### config.mk
export PLATFORM = sky130hd
export DESIGN_NAME = regfile_max_scanner_flat
export DESIGN_NICKNAME = d
export VERILOG_FILES = /design/src/rtl/regfile_pkg.sv /design/src/rtl/regfile_max_scanner_if.sv /design/src/rtl/regfile_max_scanner_cmp.sv /design/src/rtl/regfile_max_scanner.sv /design/src/flat_wrapper.sv
export SDC_FILE = /design/constraint.sdc
export NUM_CORES = 1
export LEC_CHECK = 0
export ABC_AREA = 1
export CAP_MARGIN = 40
export CORE_UTILIZATION = 50
export CTS_CLUSTER_SIZE = 24
export DETAILED_ROUTE_END_ITERATION = 6
export PLACE_DENSITY = 0.76
export SLEW_MARGIN = 20
export SYNTH_ARGS = -nofsm -noshare
export SYNTH_HDL_FRONTEND = slang
export SYNTH_SLANG_ARGS = --single-unit
### constraint.sdc
create_clock -name clk -period 7.06 [get_ports clk]
set_clock_uncertainty 0.15 [all_clocks]
set_input_delay 1.412 -clock clk [delete_from_list [all_inputs] [get_ports clk]]
set_output_delay 1.412 -clock clk [all_outputs]
set_load 0.005 [all_outputs]
### src/rtl/regfile_pkg.sv
// Shared definitions for the register-file maximum scanner: FSM encoding
// and default geometry.
package regfile_pkg;

    typedef enum logic [1:0] {
        IDLE = 2'd0,
        SCAN = 2'd1,
        DONE = 2'd2
    } scan_state_t;

    localparam int DEF_ADDR_WIDTH = 5;
    localparam int DEF_DATA_WIDTH = 16;
    localparam int DEF_REG_COUNT  = 32;

endpackage

### src/rtl/regfile_max_scanner_if.sv
// Scanner bundle: request/result signals plus the dual combinational
// register-file read port.
interface regfile_max_scanner_if
    import regfile_pkg::*;
#(
    parameter int ADDR_WIDTH = DEF_ADDR_WIDTH,
    parameter int DATA_WIDTH = DEF_DATA_WIDTH
);
    logic                         start;
    logic                         abort;
    logic        [ADDR_WIDTH-1:0] base_addr;
    logic        [ADDR_WIDTH:0]   count;
    logic        [ADDR_WIDTH-1:0] rd_addrA;
    logic        [ADDR_WIDTH-1:0] rd_addrB;
    logic signed [DATA_WIDTH-1:0] rd_dataA;
    logic signed [DATA_WIDTH-1:0] rd_dataB;
    logic                         busy;
    logic                         done;
    logic                         valid;
    logic signed [DATA_WIDTH-1:0] max_data;
    logic        [ADDR_WIDTH-1:0] max_addr;

    // The scanner itself.
    modport slave (
        input  start, abort, base_addr, count, rd_dataA, rd_dataB,
        output rd_addrA, rd_addrB, busy, done, valid, max_data, max_addr
    );

    // Requester together with the register file it reads.
    modport master (
        output start, abort, base_addr, count, rd_dataA, rd_dataB,
        input  rd_addrA, rd_addrB, busy, done, valid, max_data, max_addr
    );
endinterface

### src/rtl/regfile_max_scanner_cmp.sv
// Combinational best-of-three: running best against up to two new entries,
// keeping the earliest entry on equal values.
module max_pair_cmp #(
    parameter int ADDR_WIDTH = 5,
    parameter int DATA_WIDTH = 16
) (
    input  logic signed [DATA_WIDTH-1:0] best_data,
    input  logic        [ADDR_WIDTH-1:0] best_addr,
    input  logic                         best_vld,
    input  logic signed [DATA_WIDTH-1:0] a_data,
    input  logic        [ADDR_WIDTH-1:0] a_addr,
    input  logic                         a_en,
    input  logic signed [DATA_WIDTH-1:0] b_data,
    input  logic        [ADDR_WIDTH-1:0] b_addr,
    input  logic                         b_en,
    output logic signed [DATA_WIDTH-1:0] new_data,
    output logic        [ADDR_WIDTH-1:0] new_addr
);
    logic have;

    // Strict '>' is what gives earlier entries priority on ties.
    always_comb begin
        new_data = best_data;
        new_addr = best_addr;
        have     = best_vld;
        if (a_en && (!have || a_data > new_data)) begin
            new_data = a_data;
            new_addr = a_addr;
            have     = 1'b1;
        end
        if (b_en && (!have || b_data > new_data)) begin
            new_data = b_data;
            new_addr = b_addr;
        end
    end
endmodule

### src/rtl/regfile_max_scanner.sv
// Scans a window of the register file two entries per cycle and reports the
// largest signed value and its address.
module regfile_max_scanner
    import regfile_pkg::*;
#(
    parameter int ADDR_WIDTH = DEF_ADDR_WIDTH,
    parameter int DATA_WIDTH = DEF_DATA_WIDTH,
    parameter int REG_COUNT  = DEF_REG_COUNT
) (
    input  logic                  clk,
    input  logic                  nrst,
    regfile_max_scanner_if.slave  bus
);
    localparam logic [ADDR_WIDTH:0] MAX_CNT = (ADDR_WIDTH+1)'(REG_COUNT);
    localparam logic [ADDR_WIDTH:0] TWO     = (ADDR_WIDTH+1)'(2);

    scan_state_t                  state, state_nxt;
    logic        [ADDR_WIDTH-1:0] cur, cur_b;
    logic        [ADDR_WIDTH:0]   remaining, count_eff;
    logic signed [DATA_WIDTH-1:0] best_data, cmp_data;
    logic        [ADDR_WIDTH-1:0] best_addr, cmp_addr;
    logic                         best_vld;
    logic                         en_b, last;

    always_comb begin
        count_eff = (bus.count > MAX_CNT) ? MAX_CNT : bus.count;
        en_b      = (remaining >= TWO);
        last      = (remaining <= TWO);
    end

    always_ff @(posedge clk) begin
        if (!nrst) state <= IDLE;
        else       state <= state_nxt;
    end

    // Abort is checked before completion so a last-cycle abort never pulses done.
    always_comb begin
        state_nxt = state;
        case (state)
            IDLE: if (bus.start) state_nxt = (count_eff == '0) ? DONE : SCAN;
            SCAN: begin
                if (bus.abort) state_nxt = IDLE;
                else if (last) state_nxt = DONE;
            end
            DONE:    state_nxt = IDLE;
            default: state_nxt = IDLE;
        endcase
    end

    max_pair_cmp #(
        .ADDR_WIDTH (ADDR_WIDTH),
        .DATA_WIDTH (DATA_WIDTH)
    ) u_cmp (
        .best_data (best_data),
        .best_addr (best_addr),
        .best_vld  (best_vld),
        .a_data    (bus.rd_dataA),
        .a_addr    (cur),
        .a_en      (1'b1),
        .b_data    (bus.rd_dataB),
        .b_addr    (cur_b),
        .b_en      (en_b),
        .new_data  (cmp_data),
        .new_addr  (cmp_addr)
    );

    // cur_b tracks cur+1 so both read addresses come straight from flops.
    always_ff @(posedge clk) begin
        if (!nrst) begin
            cur       <= '0;
            cur_b     <= '0;
            remaining <= '0;
            best_data <= '0;
            best_addr <= '0;
            best_vld  <= 1'b0;
        end else begin
            case (state)
                IDLE: if (bus.start) begin
                    cur       <= bus.base_addr;
                    cur_b     <= bus.base_addr + ADDR_WIDTH'(1);
                    remaining <= count_eff;
                    best_data <= '0;
                    best_addr <= '0;
                    best_vld  <= 1'b0;
                end
                SCAN: begin
                    if (bus.abort) begin
                        remaining <= '0;
                        best_vld  <= 1'b0;
                    end else begin
                        cur       <= cur + ADDR_WIDTH'(2);
                        cur_b     <= cur_b + ADDR_WIDTH'(2);
                        remaining <= en_b ? (remaining - TWO) : '0;
                        best_data <= cmp_data;
                        best_addr <= cmp_addr;
                        best_vld  <= 1'b1;
                    end
                end
                default: ;
            endcase
        end
    end

    assign bus.rd_addrA = (state == SCAN) ? cur   : '0;
    assign bus.rd_addrB = (state == SCAN) ? cur_b : '0;
    assign bus.busy     = (state == SCAN);
    assign bus.done     = (state == DONE);
    assign bus.valid    = best_vld;
    assign bus.max_data = best_data;
    assign bus.max_addr = best_addr;
endmodule

### src/flat_wrapper.sv
// flat-port wrapper written by rule: the top's interface ports become plain ports
module regfile_max_scanner_flat import regfile_pkg::*;
#(
    parameter int ADDR_WIDTH = DEF_ADDR_WIDTH,
    parameter int DATA_WIDTH = DEF_DATA_WIDTH,
    parameter int REG_COUNT  = DEF_REG_COUNT
)
  (clk, nrst, bus_start, bus_abort, bus_base_addr, bus_count, bus_rd_dataA, bus_rd_dataB, bus_rd_addrA, bus_rd_addrB, bus_busy, bus_done, bus_valid, bus_max_data, bus_max_addr);
  regfile_max_scanner_if #(.ADDR_WIDTH(ADDR_WIDTH), .DATA_WIDTH(DATA_WIDTH)) bus_i ();
  input  logic clk;
  input  logic nrst;
  input wire logic [$bits(bus_i.start)-1:0] bus_start;
  input wire logic [$bits(bus_i.abort)-1:0] bus_abort;
  input wire logic [$bits(bus_i.base_addr)-1:0] bus_base_addr;
  input wire logic [$bits(bus_i.count)-1:0] bus_count;
  input wire logic [$bits(bus_i.rd_dataA)-1:0] bus_rd_dataA;
  input wire logic [$bits(bus_i.rd_dataB)-1:0] bus_rd_dataB;
  output wire logic [$bits(bus_i.rd_addrA)-1:0] bus_rd_addrA;
  output wire logic [$bits(bus_i.rd_addrB)-1:0] bus_rd_addrB;
  output wire logic [$bits(bus_i.busy)-1:0] bus_busy;
  output wire logic [$bits(bus_i.done)-1:0] bus_done;
  output wire logic [$bits(bus_i.valid)-1:0] bus_valid;
  output wire logic [$bits(bus_i.max_data)-1:0] bus_max_data;
  output wire logic [$bits(bus_i.max_addr)-1:0] bus_max_addr;
  assign bus_i.start = bus_start;
  assign bus_i.abort = bus_abort;
  assign bus_i.base_addr = bus_base_addr;
  assign bus_i.count = bus_count;
  assign bus_i.rd_dataA = bus_rd_dataA;
  assign bus_i.rd_dataB = bus_rd_dataB;
  assign bus_rd_addrA = bus_i.rd_addrA;
  assign bus_rd_addrB = bus_i.rd_addrB;
  assign bus_busy = bus_i.busy;
  assign bus_done = bus_i.done;
  assign bus_valid = bus_i.valid;
  assign bus_max_data = bus_i.max_data;
  assign bus_max_addr = bus_i.max_addr;
  regfile_max_scanner #(.ADDR_WIDTH(ADDR_WIDTH), .DATA_WIDTH(DATA_WIDTH), .REG_COUNT(REG_COUNT)) u_core (.clk(clk), .nrst(nrst), .bus(bus_i));
endmodule
# Yosys cells after proc, flatten, opt, wreduce, memory -nomap -nowiden
# Index checks and enable logic that the tools add are counted.
# totals
reg_bits,40
in_bits,47
word_cells,66
# classes
add_sub_neg,4
magnitude_cmp,5
eq_ne,6
mux,32
n_reduce_logical,12
# op_table
cell,count
$mux 16,4
$mux 5,10
$gt 16x16->1,2
$pmux 16 s2,1
$pmux 5 s2,3
$mux 6,4
$pmux 6 s2,1
$add 5x2->5 const B,2
$mux 2,4
$ge 6x2->1 const B,1
$gt 6x6->1 const B,1
$le 6x2->1 const B,1
$logic_not 6->1,1
$sub 6x2->6 const B,1
$add 5x1->5 const B,1
$ne 2x2->1 const B,2
$pmux 2 s2,1
$reduce_and 2->1,2
$reduce_and 4->1,1
$mux 1,3
$ne 3x1->1 const B,1
$ne 3x2->1 const B,1
$reduce_and 3->1,1
$eq 2x1->1 const B,1
other kinds (7),9

# Logic depth before layout (Yosys ltp)
# Gate-level depths: netlist of the first run.
# logic_depth
word_depth,9
mapped_depth,33

# Cells and area by module
# A second synthesis of the first run with hierarchy kept.
# unflattened
cells_unflattened,601
hier_area_um2,3693.5
# modules_own_cells
module,instances,cells_per_inst,area_each_um2,seq_area_each_um2
regfile_max_scanner,1,304,2035.7,800.8
max_pair_cmp,1,297,1657.8,0.0

# Worst setup path after synthesis of the first run
# Ideal clock, no wire load.
# synth_timing
path_kind,input to register
from,input bus_rd_dataA[5]
to,register u_core.best_data[0] (netlist: u_core.bus.max_data[0])
setup_time_ns,0.138
arrival_ns,4.119
required_time_ns,6.772
setup_slack_ns,2.653
stages,27
cell_sequence,ha_1 > a21oi_1 > nor2_1 > nor2_1 > nand2_1 > nand2_1 > nand2_1 > nand2_1 > nand2_4 > nand2_4 > buf_6 > nand2_1 > and2_1 > ha_1 > nand2_1 > inv_1 > nor2_1 > o21bai_1 > nor2_2 > nand2_2 > nand2_4 > nand3_4 > buf_6 > o21ai_1 > inv_1 > nand2_1 > a21oi_2
# synth_between
elab_chain_len,9
elab_cells_between_ends,11
# synth_rtl
item,line,source
"start, declared",flat_wrapper.sv:16,input wire logic [$bits(bus_i.rd_dataA)-1:0] bus_rd_dataA;
$gt 16x16->1,regfile_max_scanner_cmp.sv:26,if (a_en && (!have || a_data > new_data)) begin
$logic_or 1x1->1,regfile_max_scanner_cmp.sv:26,
$mux 16 or $mux 1 (tied branches),regfile_max_scanner_cmp.sv:26,
$gt 16x16->1 or $logic_not 1->1 (tied branches),regfile_max_scanner_cmp.sv:31,if (b_en && (!have || b_data > new_data)) begin
$logic_or 1x1->1,regfile_max_scanner_cmp.sv:31,
$logic_and 1x1->1,regfile_max_scanner_cmp.sv:31,
$mux 16 (*),regfile_max_scanner_cmp.sv:31,
$mux 16 (*),regfile_max_scanner.sv:87,if (bus.abort) begin
$pmux 16 s2 (*),regfile_max_scanner.sv:77,case (state)
"end signal, assigned",regfile_max_scanner.sv:94,best_data <= cmp_data;
"end, declared",regfile_max_scanner.sv:20,"logic signed [DATA_WIDTH-1:0] best_data, cmp_data;"
# Every way passes the cells marked *; elsewhere a longest branch is shown, timed or not. The select of a mux whose other input is x is not followed.
# A chain may end at the register's enable or synchronous reset.

# Worst setup path in the final report of the first run
# layout_timing
from,input bus_rd_dataA[11]
to,register u_core.best_addr[3] (netlist: u_core.bus.max_addr[3])
# layout_between
elab_chain_len,9
elab_cells_between_ends,13
# layout_rtl
item,line,source
$gt 16x16->1,regfile_max_scanner_cmp.sv:26,
$logic_or 1x1->1,regfile_max_scanner_cmp.sv:26,
$mux 16 or $mux 1 (tied branches),regfile_max_scanner_cmp.sv:26,
$gt 16x16->1 or $logic_not 1->1 (tied branches),regfile_max_scanner_cmp.sv:31,
$logic_or 1x1->1,regfile_max_scanner_cmp.sv:31,
$logic_and 1x1->1,regfile_max_scanner_cmp.sv:31,
$mux 5,regfile_max_scanner_cmp.sv:31,
$mux 5,regfile_max_scanner.sv:87,
$pmux 5 s2,regfile_max_scanner.sv:77,
"end signal, assigned",regfile_max_scanner.sv:95,best_addr <= cmp_addr;
"end, declared",regfile_max_scanner.sv:21,"logic [ADDR_WIDTH-1:0] best_addr, cmp_addr;"
# Parallel ways exist; a longest one is shown, timed or not. The select of a mux whose other input is x is not followed.

==> run metrics, run 1 <==
Internal around 460 µW; pins over their slew limit 0; Fin. Hold Viols 0; Maximum Capacitance Violations 0; Critical Path Fanout Max 37; Hold Path Class flip-flop to flip-flop; Chip Width between 80 and 90 µm; grt total ovfl 0; Tcrit/Tclk final between 70% and 80%; critical path's slowest cell clkdlybuf4s50_1; final hold slack ~0.34 ns; GRT Total Usage roughly a quarter; max_slew headroom about half; diode count 0; Buf/Inv on CP 3; ANT nets after route 0; number of hold buffers added after CTS 0; Synth area leaders dfxtp_1 (23%), ha_1 (13%), nand2_1 (11%), inv_1 (8.7%), nand3_1 (6.7%); CTS tree yes; leakage ~0.002 µW; clock group share of total power between 20% and 30%; Switch Pwr around 250 µW; crit-path leading delay family simple AND/OR/NAND/NOR gates; row count 29; register area share after synthesis approximately a quarter; iteration-0 DRC count of the detailed router 141; DRT Pass-1 Iters 7; Ports 81; PortBufs 80; setup violators final 0; clock-pin slew on the worst setup and hold paths 0.08 ns; TritonCTS buffer count 5; top cells by count, synth nand2_1 (102), inv_1 (79), nand3_1 (46); crit path DAT approximately 5.4 ns; HP Start u_core.bus.max_addr[2]$_SDFFE_PN0P_; PostCTS Resize Cnt 0; Comb power frac between 30 and 40%; Setup CP Type input pin to flip-flop; Max VDD drop a little under 0.1 mV; Synth async-reset ratio 0%; Reg2Reg Depth 24; Routed WL around 9000 µm; YS warnings 0; Reg2Reg Launch Point u_core.bus.max_data[11]$_SDFFE_PN0P_; Synth Area per Inst 6.616 µm²; Post-synth top flop dfxtp_1; Max Clk Rate 187.5 MHz; routability cong. 0.8461; maximum clock path buffer count 2; synth unique cells 40; CP dominant cell by count nand2_1; Nets 674; sequential share of power 36.0%; setup_tns 0 ns; # Post-CTS Setup Buffers 0; Post-synth EDFFs 0; Netlist Area Pre-Place approximately 3400 µm²; via count between 3000 and 4000; Tot Pwr about 700 µW; RSZ-0062 raised after global routing no; Worst EP required between 7 and 8 ns; Die Ht around 85 µm; fin crit period between 5 and 6 ns; share of the synthesized area in the top cell type about a quarter; Synth Instances approximately 520; worst path cell trace clkdlybuf4s50_1 > ha_1 > nand2_1 > inv_1 > nand3_1 > nor2_1 > nand2_1 > a21oi_2 > nand2_4 > nand2_4 > nand2_1 > and2_1 > ha_1 > nand2_1 > inv_1 > nand3_2 > nor3_4 > nand2_2 > nand3_4 > nand3_4 > nand3_4 > nand2_2 > a21oi_1 > nor2_1; largest net degree at the start of global routing 38; register-to-register setup slack about 2.9 ns; Startpoint Class input pin; dpl hpwl around 7000 µm; routed len/inst 13.52 µm; failing checks design-rule violations; Clock Latency Late Sink ~0.30 ns; worst slew pin tran approximately 0.78 ns; H-tree Lvls 2; max incr delay on CP 0.43 ns; die area ~7200 µm²; first-pass GRT wire length around 15000 µm; outcome finished with violations; CTS root buf clkbuf_8; layout cells sized above 1 7.095%; hold path depth 2; Num Clock Sinks 40; Core Region between 6000 and 7000 µm²; Net Sw Frac between 30% and 40%; initial core utilization a little over half; most numerous cell in the Yosys netlist nand2_1; capturing point of the worst reg2reg path u_core.bus.max_addr[3]$_SDFFE_PN0P_; CP endpoint kind flip-flop; Yosys reg bits 40; total power divided by cell area between 150 and 200 nW/µm²; number of global-route vias before repair between 3000 and 4000; syn nets 601; initial antenna violation count 0; DR vias/cell between 5 and 6; area leader, netlist dfxtp_1; DRC 6; Worst Hold Path EP u_core.bus.max_addr[2]$_SDFFE_PN0P_; area delta synth->final 28.26%
-- flip-flops by register name, indices dropped and copies added (netlist names) --
| name | flops |
|---|---|
| u_core.cur_b | 5 |
| u_core.bus.max_addr | 5 |
| u_core.remaining | 6 |
| u_core.state | 2 |
| u_core.bus.valid | 1 |
| u_core.bus.max_data | 16 |
| u_core.cur | 5 |
-- cell type report --
| class | instances | area (µm²) |
|---|---|---|
| sequential | 40 | 800.8 |
| clock inverter | 3 | 42.54 |
| timing repair buffer | 84 | 862.1 |
| clock buffer | 5 | 68.82 |
| inverter | 79 | 296.5 |
| multi-input combinational | 381 | 2228 |
| tap | 77 | 96.34 |
| fill | 585 | 2100 |
-- metrics by stage --
| step | util (%) | setup WS, ns | area [µm²] | std cells |
|---|---|---|---|---|
| floorplan | - | 2.653 | 3427 | 518 |
| CTS | 67.44 | 1.699 | 4380 | 668 |
| detailed placement | 65.73 | 1.390 | 4269 | 660 |
| global route | 67.67 | 1.331 | 4395 | 669 |
| global placement | 65.13 | 1.461 | 4230 | 658 |
| finish | 67.67 | 1.726 | 4395 | 669 |
-- routing by layer --
| layer | GRT usage (%) | vias to the layer above | wire (µm) |
|---|---|---|---|
| met5 | 0 | - | 0 |
| met4 | 8.629 | 0 | 149 |
| met3 | 3.638 | 17 | 533 |
| met2 | 46.12 | 130 | 4283 |
| met1 | 33.83 | 1615 | 4078 |
| li1 | - | 1851 | - |
-- worst max path at each step --
stage,from,end,slack [ns],depth (start not counted)
floorplan,bus_rd_dataA[5],u_core.bus.max_data[0]$_SDFFE_PN0P_,2.65,27
global placement,bus_rd_dataA[11],u_core.bus.max_addr[0]$_SDFFE_PN0P_,1.46,24
detailed placement,bus_rd_dataA[11],u_core.bus.max_addr[3]$_SDFFE_PN0P_,1.39,24
CTS,bus_rd_dataA[11],u_core.bus.max_addr[3]$_SDFFE_PN0P_,1.70,24
global route,bus_rd_dataA[11],u_core.bus.max_addr[3]$_SDFFE_PN0P_,1.33,25
finish,bus_rd_dataA[11],u_core.bus.max_addr[3]$_SDFFE_PN0P_,1.73,24
-- placed cells by master, fill, tap and decap left out, drive strengths merged, types with 3 or more instances in the layout --
cell type,instances
a211oi,3
and2,15
o21ai,28
nand4,11
ha,36
nor3,7
nand3,50
nor2,48
a221oi,3
a21oi,44
clkbuf,5
or2,3
buf,4
clkdlybuf4s50,80
dfxtp,40
xor2,3
nand2,112
a31oi,7
inv,79
-- cell families (layout without fill, tap and decap cells) --
group                    count (synthesis)  after routing  share of synthesized area [%]
flip-flops                              40             40                          23.37
AND/OR/NAND/NOR                        249            249                          34.87
XOR/XNOR                                 4              4                          1.022
buffers and inverters                   97            171                          11.61
adder cells (fa/ha/maj)                 36             36                          13.14
AO/OA/AOI/OAI                           92             92                          15.99
-- power groups by stage --
stage	registers, µW	logic (µW)	clock network, µW
after CTS	256	254	199
after global routing	257	289	208
final	255	256	198
after detailed placement	262	252	0
after global placement	261	243	0
after floorplan	257	174	0
-- tightest hold or removal path, delay by kind of cell (launching register included) --
family          cells  cell delay (ns)
compound gates      1             0.05
flops               1             0.32
simple gates        1             0.07
Power figures use the tool's default switching activity.
==> inputs of run 2 (changes only) <==
clock period = 5.25 ns   (was 7.06 ns; I/O delays follow)
==> run metrics, run 2 (synthesized netlist as in run 1, its figures left out) <==
area delta synth->final 28.51%; Critical Path Fanout Max 21 (-43%); GRT Total Usage 27.30% (+0.78 points); CP dominant cell by count nand2_1; diode count 0 (unchanged); Tot Pwr 962.8 µW (+36%); CTS tree yes; max_slew headroom 46.40% (-1.8 points); Final Core Density 67.81% (+0.13 points); iteration-0 DRC count of the detailed router 176 (+25%); commonest non-fill, non-tap cells in the layout nand2_1 (102), clkdlybuf4s50_1 (80), inv_1 (79); PortBufs 80 (unchanged); Chip Width 84.79 µm (unchanged); total power divided by cell area 218.6 nW/µm² (+36%); DR vias/cell 5.432 (+0.57%); Routed WL 9432 µm (+4.3%); DRC 5 (-1); ANT nets after route 0 (unchanged); die area 7189 µm² (unchanged); H-tree Lvls 2 (unchanged); Startpoint Class input pin; Largest register FFs 16 (unchanged); pins over their slew limit 0 (unchanged); crit path DAT 4.95 ns (-0.43 ns); clock-pin slew on the worst setup and hold paths 0.09 ns (about the same); routed len/inst 14.04 µm (+3.8%); Setup CP Type input pin to flip-flop; Core Region 6495 µm² (unchanged); Ports 81 (unchanged); register-to-register setup slack 1.06 ns (-1.79 ns); Tcrit/Tclk final between 90% and 100%; setup violators final 0 (unchanged); HP Start u_core.bus.max_addr[4]$_SDFFE_PN0P_; PnR worst setup slack 0.3226 ns (-1.403 ns); layout cells sized above 1 7.731% (+0.64 points); Clock Latency Late Sink 0.30 ns (about the same); capturing point of the worst reg2reg path u_core.bus.max_data[6]$_SDFFE_PN0P_; Place WS -0.06913 ns (-1.459 ns); Reg2Reg Depth 25 (+4.2%); setup_tns 0 ns (unchanged); number of global-route vias before repair 3498 (+1.7%); RSZ-0062 raised after global routing no; CTS root buf clkbuf_8; most common cell after layout, fill and taps aside nand2_1; maximum clock path buffer count 2 (unchanged); leakage 0.001983 µW (+0.39%); initial antenna violation count 0 (unchanged); Buf/Inv on CP 4 (+1); outcome finished with violations; initial core utilization 52.76% (unchanged); failing checks design-rule violations; Num Clock Sinks 40 (unchanged); first-pass GRT wire length 15920 µm (+3.0%); Reg2Reg Launch Point u_core.bus.max_data[15]$_SDFFE_PN0P_; Max Clk Rate between 200 and 250 MHz; max incr delay on CP 0.47 ns (+0.04 ns); dpl hpwl 7152 µm (+3.7%); Hold Path Class flip-flop to flip-flop; TritonCTS buffer count 5 (unchanged); fin crit period ~4.9 ns; Die Ht 84.79 µm (unchanged); CP endpoint kind flip-flop; via count 3650 (+1.0%); Maximum Capacitance Violations 0 (unchanged); Max VDD drop 0.1373 mV (+41%); hold path depth 2 (unchanged); Worst EP required 5.28 ns (-1.83 ns); row count 29 (unchanged); worst slew pin tran 0.8032 ns (+0.02719 ns); routability cong. 0.8992 (+6.3%); Nets 677 (+0.45%); Worst Hold Path EP u_core.bus.max_addr[4]$_SDFFE_PN0P_; largest net degree at the start of global routing 26 (-32%); # Post-CTS Setup Buffers 0 (unchanged); DRT Pass-1 Iters 7 (unchanged); grt total ovfl 0 (unchanged); Fin. Hold Viols 0 (unchanged); critical path's slowest cell clkdlybuf4s50_1; crit-path leading delay family simple AND/OR/NAND/NOR gates
==> run 2: cell count changes in the layout (fill, tap and decap cells not counted), sizes merged <==
cell / delta
buf: +3
==> run 2: worst max-delay path by stage <==
stage | start | to | depth (start not counted)
6_report | bus_rd_dataA[15] | u_core.bus.max_data[6]$_SDFFE_PN0P_ | 25
5_1_grt | bus_rd_dataA[15] | u_core.bus.max_data[3]$_SDFFE_PN0P_ | 24
4_1_cts | bus_rd_dataA[15] | u_core.bus.max_data[6]$_SDFFE_PN0P_ | 24
3_5_place_dp | bus_rd_dataA[15] | u_core.bus.max_data[6]$_SDFFE_PN0P_ | 24
3_3_place_gp | bus_rd_dataA[11] | u_core.bus.max_data[0]$_SDFFE_PN0P_ | 26
2_1_floorplan | bus_rd_dataA[5] | u_core.bus.max_data[0]$_SDFFE_PN0P_ | 27
==> run 2: area by class of cell <==
cell class | instances | area, µm²
Inverter | 79 | 296.5
Clock buffer | 5 | 68.82
Clock inverter | 3 | 42.54
Multi-Input combinational cell | 381 | 2231
Timing Repair Buffer | 87 | 868.3
Fill cell | 594 | 2091
Tap cell | 77 | 96.34
Sequential cell | 40 | 800.8
==> run 2: routing by layer <==
layer	GRT usage (%)	up-vias	wire [µm]	part of all wire (%)
met1	35.11	1650	4252	45
met4	8.629	0	163	1.7
met2	47.08	130	4501	48
li1	-	1856	-	-
met3	3.933	14	515	5.5
met5	0	-	0	0
==> run 2: report_power, final <==
part | switching, µW | internal, µW | total (µW)
Clock | 127 | 141 | 268
Combinational | 200 | 152 | 351
Sequential | 17.9 | 325 | 343
==> run 2: worst register-to-register path, cell delays in order, from the launching register on <==
cell,delay (ns)
dfxtp_1,0.43
inv_1,0.07
ha_1,0.30
nand4_1,0.15
nor2_2,0.23
nand3_1,0.13
nor2_1,0.16
a21oi_2,0.06
nand2_4,0.18
buf_4,0.18
nand3_1,0.08
and2_1,0.17
ha_1,0.29
a21oi_1,0.20
nand2_1,0.10
nand2_1,0.06
nand2_1,0.06
nand2_2,0.10
nand2_2,0.07
nand2_4,0.10
nand3_4,0.23
buf_4,0.26
o21ai_1,0.12
inv_1,0.06
nand2_1,0.07
a21oi_1,0.06
==> run 2: timing repair <==
item,CTS,global route
resized for setup,0,1
hold buffers,0,0
setup endpoints to repair,0,7
==> run 2: through the flow <==
| stage | hold slack (ns) | cells | instance area [µm²] |
|---|---|---|---|
| 6_report | 0.3436 | 672 | 4404 |
| 5_1_grt | 0.3750 | 672 | 4404 |
| 2_1_floorplan | 0.2998 | 518 | 3427 |
| 4_1_cts | 0.3439 | 671 | 4387 |
| 3_3_place_gp | 0.3167 | 662 | 4260 |
| 3_5_place_dp | 0.3330 | 663 | 4275 |
==> variant, RTL diff (config.mk and constraints of run 2) <==
The package constant `DEF_ADDR_WIDTH` goes from 5 to 6.
--- a/src/rtl/regfile_pkg.sv
+++ b/src/rtl/regfile_pkg.sv
@@ -8,7 +8,7 @@
         DONE = 2'd2
     } scan_state_t;
 
-    localparam int DEF_ADDR_WIDTH = 5;
+    localparam int DEF_ADDR_WIDTH = 6;
     localparam int DEF_DATA_WIDTH = 16;
     localparam int DEF_REG_COUNT  = 32;
 
Interface: changed (5 resized); port bits go from 81 to 86. No check against the original RTL was run, so the function may have changed too.
==> variant against run 2 <==
  * Total power down 1.2%
  * Synthesized cell count grew 8.9%
  * Sequential cell count increased by 4
  * Cell area up 4.7%
  * Setup slack gained 180 ps
  * Synthesized area is 5.1% higher
  * Via count grew 8.4%
  * Routed wire length increased by 2.2%
  * Critical endpoint is now u_core.bus.max_addr[0]$_SDFFE_PN0P_
==> variant: results <==
set metrics [dict create \
    placed_cells 731 \
    status "finished, final reports clean" \
    vdd_ir_drop_max_mv 0.1232 \
    worstSkewPairLatency_ps 310 \
    top_layer_used "met4" \
    htree_levels 2 \
    crit_start "bus_rd_dataA[15]" \
    p_leak_nw 2.057 \
    largest_reg_flops 16 \
    antenna-diode-count 0 \
    grt_use_met3_pct 3.791 \
    ys_top_cells_by_area "dfxtp_1 (24%), nand2_1 (13%), ha_1 (13%)" \
    ys_ff_latch 44 \
    wl_met1_um 4472 \
    relSlewSlack_pct 41.99 \
    path_clk_slew_ps 90 \
    ff2ff_setup_slack_ps 1220 \
    drt_first_iter_violations 180 \
    hold_path_class "flip-flop to flip-flop" \
    wl_met2_um 4428 \
    drive_gt1_share_pct 4.510 \
    wl_met3_um 584 \
    r2r_cells 24 \
    yosys-top-cells-count "nand2_1 (124), inv_1 (80), nand3_1 (52), a21oi_1 (51), nor2_1 (47)" \
    syn_avg_cell_area_um2 6.387 \
    gp_congestion 0.8480 \
    yosys_most_used_dff "dfxtp_1" \
    ys_types 38 \
    final_cells 739 \
    cts_buffers 5 \
    async_reset_ff_share_pct 0 \
    finalCritPeriodShare_pct 90.36 \
    grt_max_degree 33 \
    portBuffers 85 \
    clk_path_buf_depth 2 \
    routed_wl_um 9636 \
    synth_nets 649 \
    grt_pass1_wl_um 16370 \
    holdPathStages 2 \
    grt_use_total_pct 26.92 \
    placed_area_um2 4522 \
    yosysWarningCount 0 \
    dp_hpwl_um 7091 \
    use_met1_pct 34.31 \
    dp_slack_ps 165.8 \
    clockRootBuffer "clkbuf_8" \
    met2_usage_pct 46.10 \
    path_class "primary input to flip-flop" \
    timing.rr.end "u_core.bus.max_addr[0]$_SDFFE_PN0P_" \
    ys_seq_area_share_pct 24.45 \
    path_max_fanout 11 \
    antenna_found_initial 0 \
    reg2reg_from "u_core.bus.max_data[15]$_SDFFE_PN0P_" \
    first_global_vias 3784 \
    cp.arrival_ps 4830 \
    first_pass_iters 5 \
    vias 3957 \
]
## variant: cell types whose count changed after synthesis, moves of 4 or more
cell / run 2 / this run
nand2_1: 102 / 124
a21oi_1: 35 / 51
o21ai_0: 18 / 34
o21ai_1: 10 / 1
a21oi_2: 8 / 0
nand3_1: 46 / 52
clkbuf_1: 7 / 12
nand2_2: 7 / 2
dfxtp_1: 40 / 44
## variant: critical path, stage by stage
cell	delay, ps
clkdlybuf4s50_1	450
ha_1	330
nand4_1	170
inv_1	90
nand2_1	60
nand2_1	70
inv_1	40
nand2_1	50
nand2_1	60
nand2_2	160
buf_4	230
nand3_1	100
and2_1	210
ha_1	330
nand2_1	100
nor2_2	120
nand2_1	100
nor2_1	210
nor2_4	90
nand3_2	180
nand3_2	160
nand2_1	230
nand3_1	90
a21oi_1	140
## variant: where the power goes
group / total (mW) / leakage, nW / internal [mW] / switching (mW)
sequential: 0.382 / 0.360 / 0.356 / 0.0251
combinational: 0.346 / 1.66 / 0.151 / 0.195
clock: 0.224 / 0.0424 / 0.0955 / 0.128
## variant: final cells by class
type | count | area [um^2]
Timing Repair Buffer | 92 | 915.9
Clock inverter | 1 | 8.758
Tap cell | 96 | 120.1
Multi-Input combinational cell | 416 | 2298
Sequential cell | 44 | 880.8
Inverter | 83 | 311.5
Fill cell | 644 | 2257
Clock buffer | 7 | 76.32
## variant: how the worst min path moves through the flow
stage,start,to,slack [ps]
2_1_floorplan,u_core.cur[0]$_SDFFE_PN0P_,u_core.cur[0]$_SDFFE_PN0P_,310
3_5_place_dp,u_core.cur[0]$_SDFFE_PN0P_,u_core.cur[0]$_SDFFE_PN0P_,340
4_1_cts,u_core.cur[0]$_SDFFE_PN0P_,u_core.cur[0]$_SDFFE_PN0P_,350
5_1_grt,u_core.bus.max_addr[0]$_SDFFE_PN0P_,u_core.bus.max_addr[0]$_SDFFE_PN0P_,380
3_3_place_gp,u_core.remaining[2]$_SDFFE_PN0P_,u_core.remaining[2]$_SDFFE_PN0P_,330
6_report,u_core.bus.max_addr[5]$_SDFFE_PN0P_,u_core.bus.max_addr[5]$_SDFFE_PN0P_,350
## variant: cells by family after synthesis
kind of cell	Yosys count	synth area share, %
AO/OA/AOI/OAI	104	15.63
XOR/XNOR	6	1.459
adder cells (fa/ha/maj)	36	12.50
buffers and inverters	104	11.95
flip-flops	44	24.45
AND/OR/NAND/NOR	270	34.01
## variant: what timing repair did
item                                    in CTS  in global routing
endpoints found under the setup margin       0                  9
resized for setup                            0                  1
hold buffers                                 0                  0
buffers inserted                             0                  0
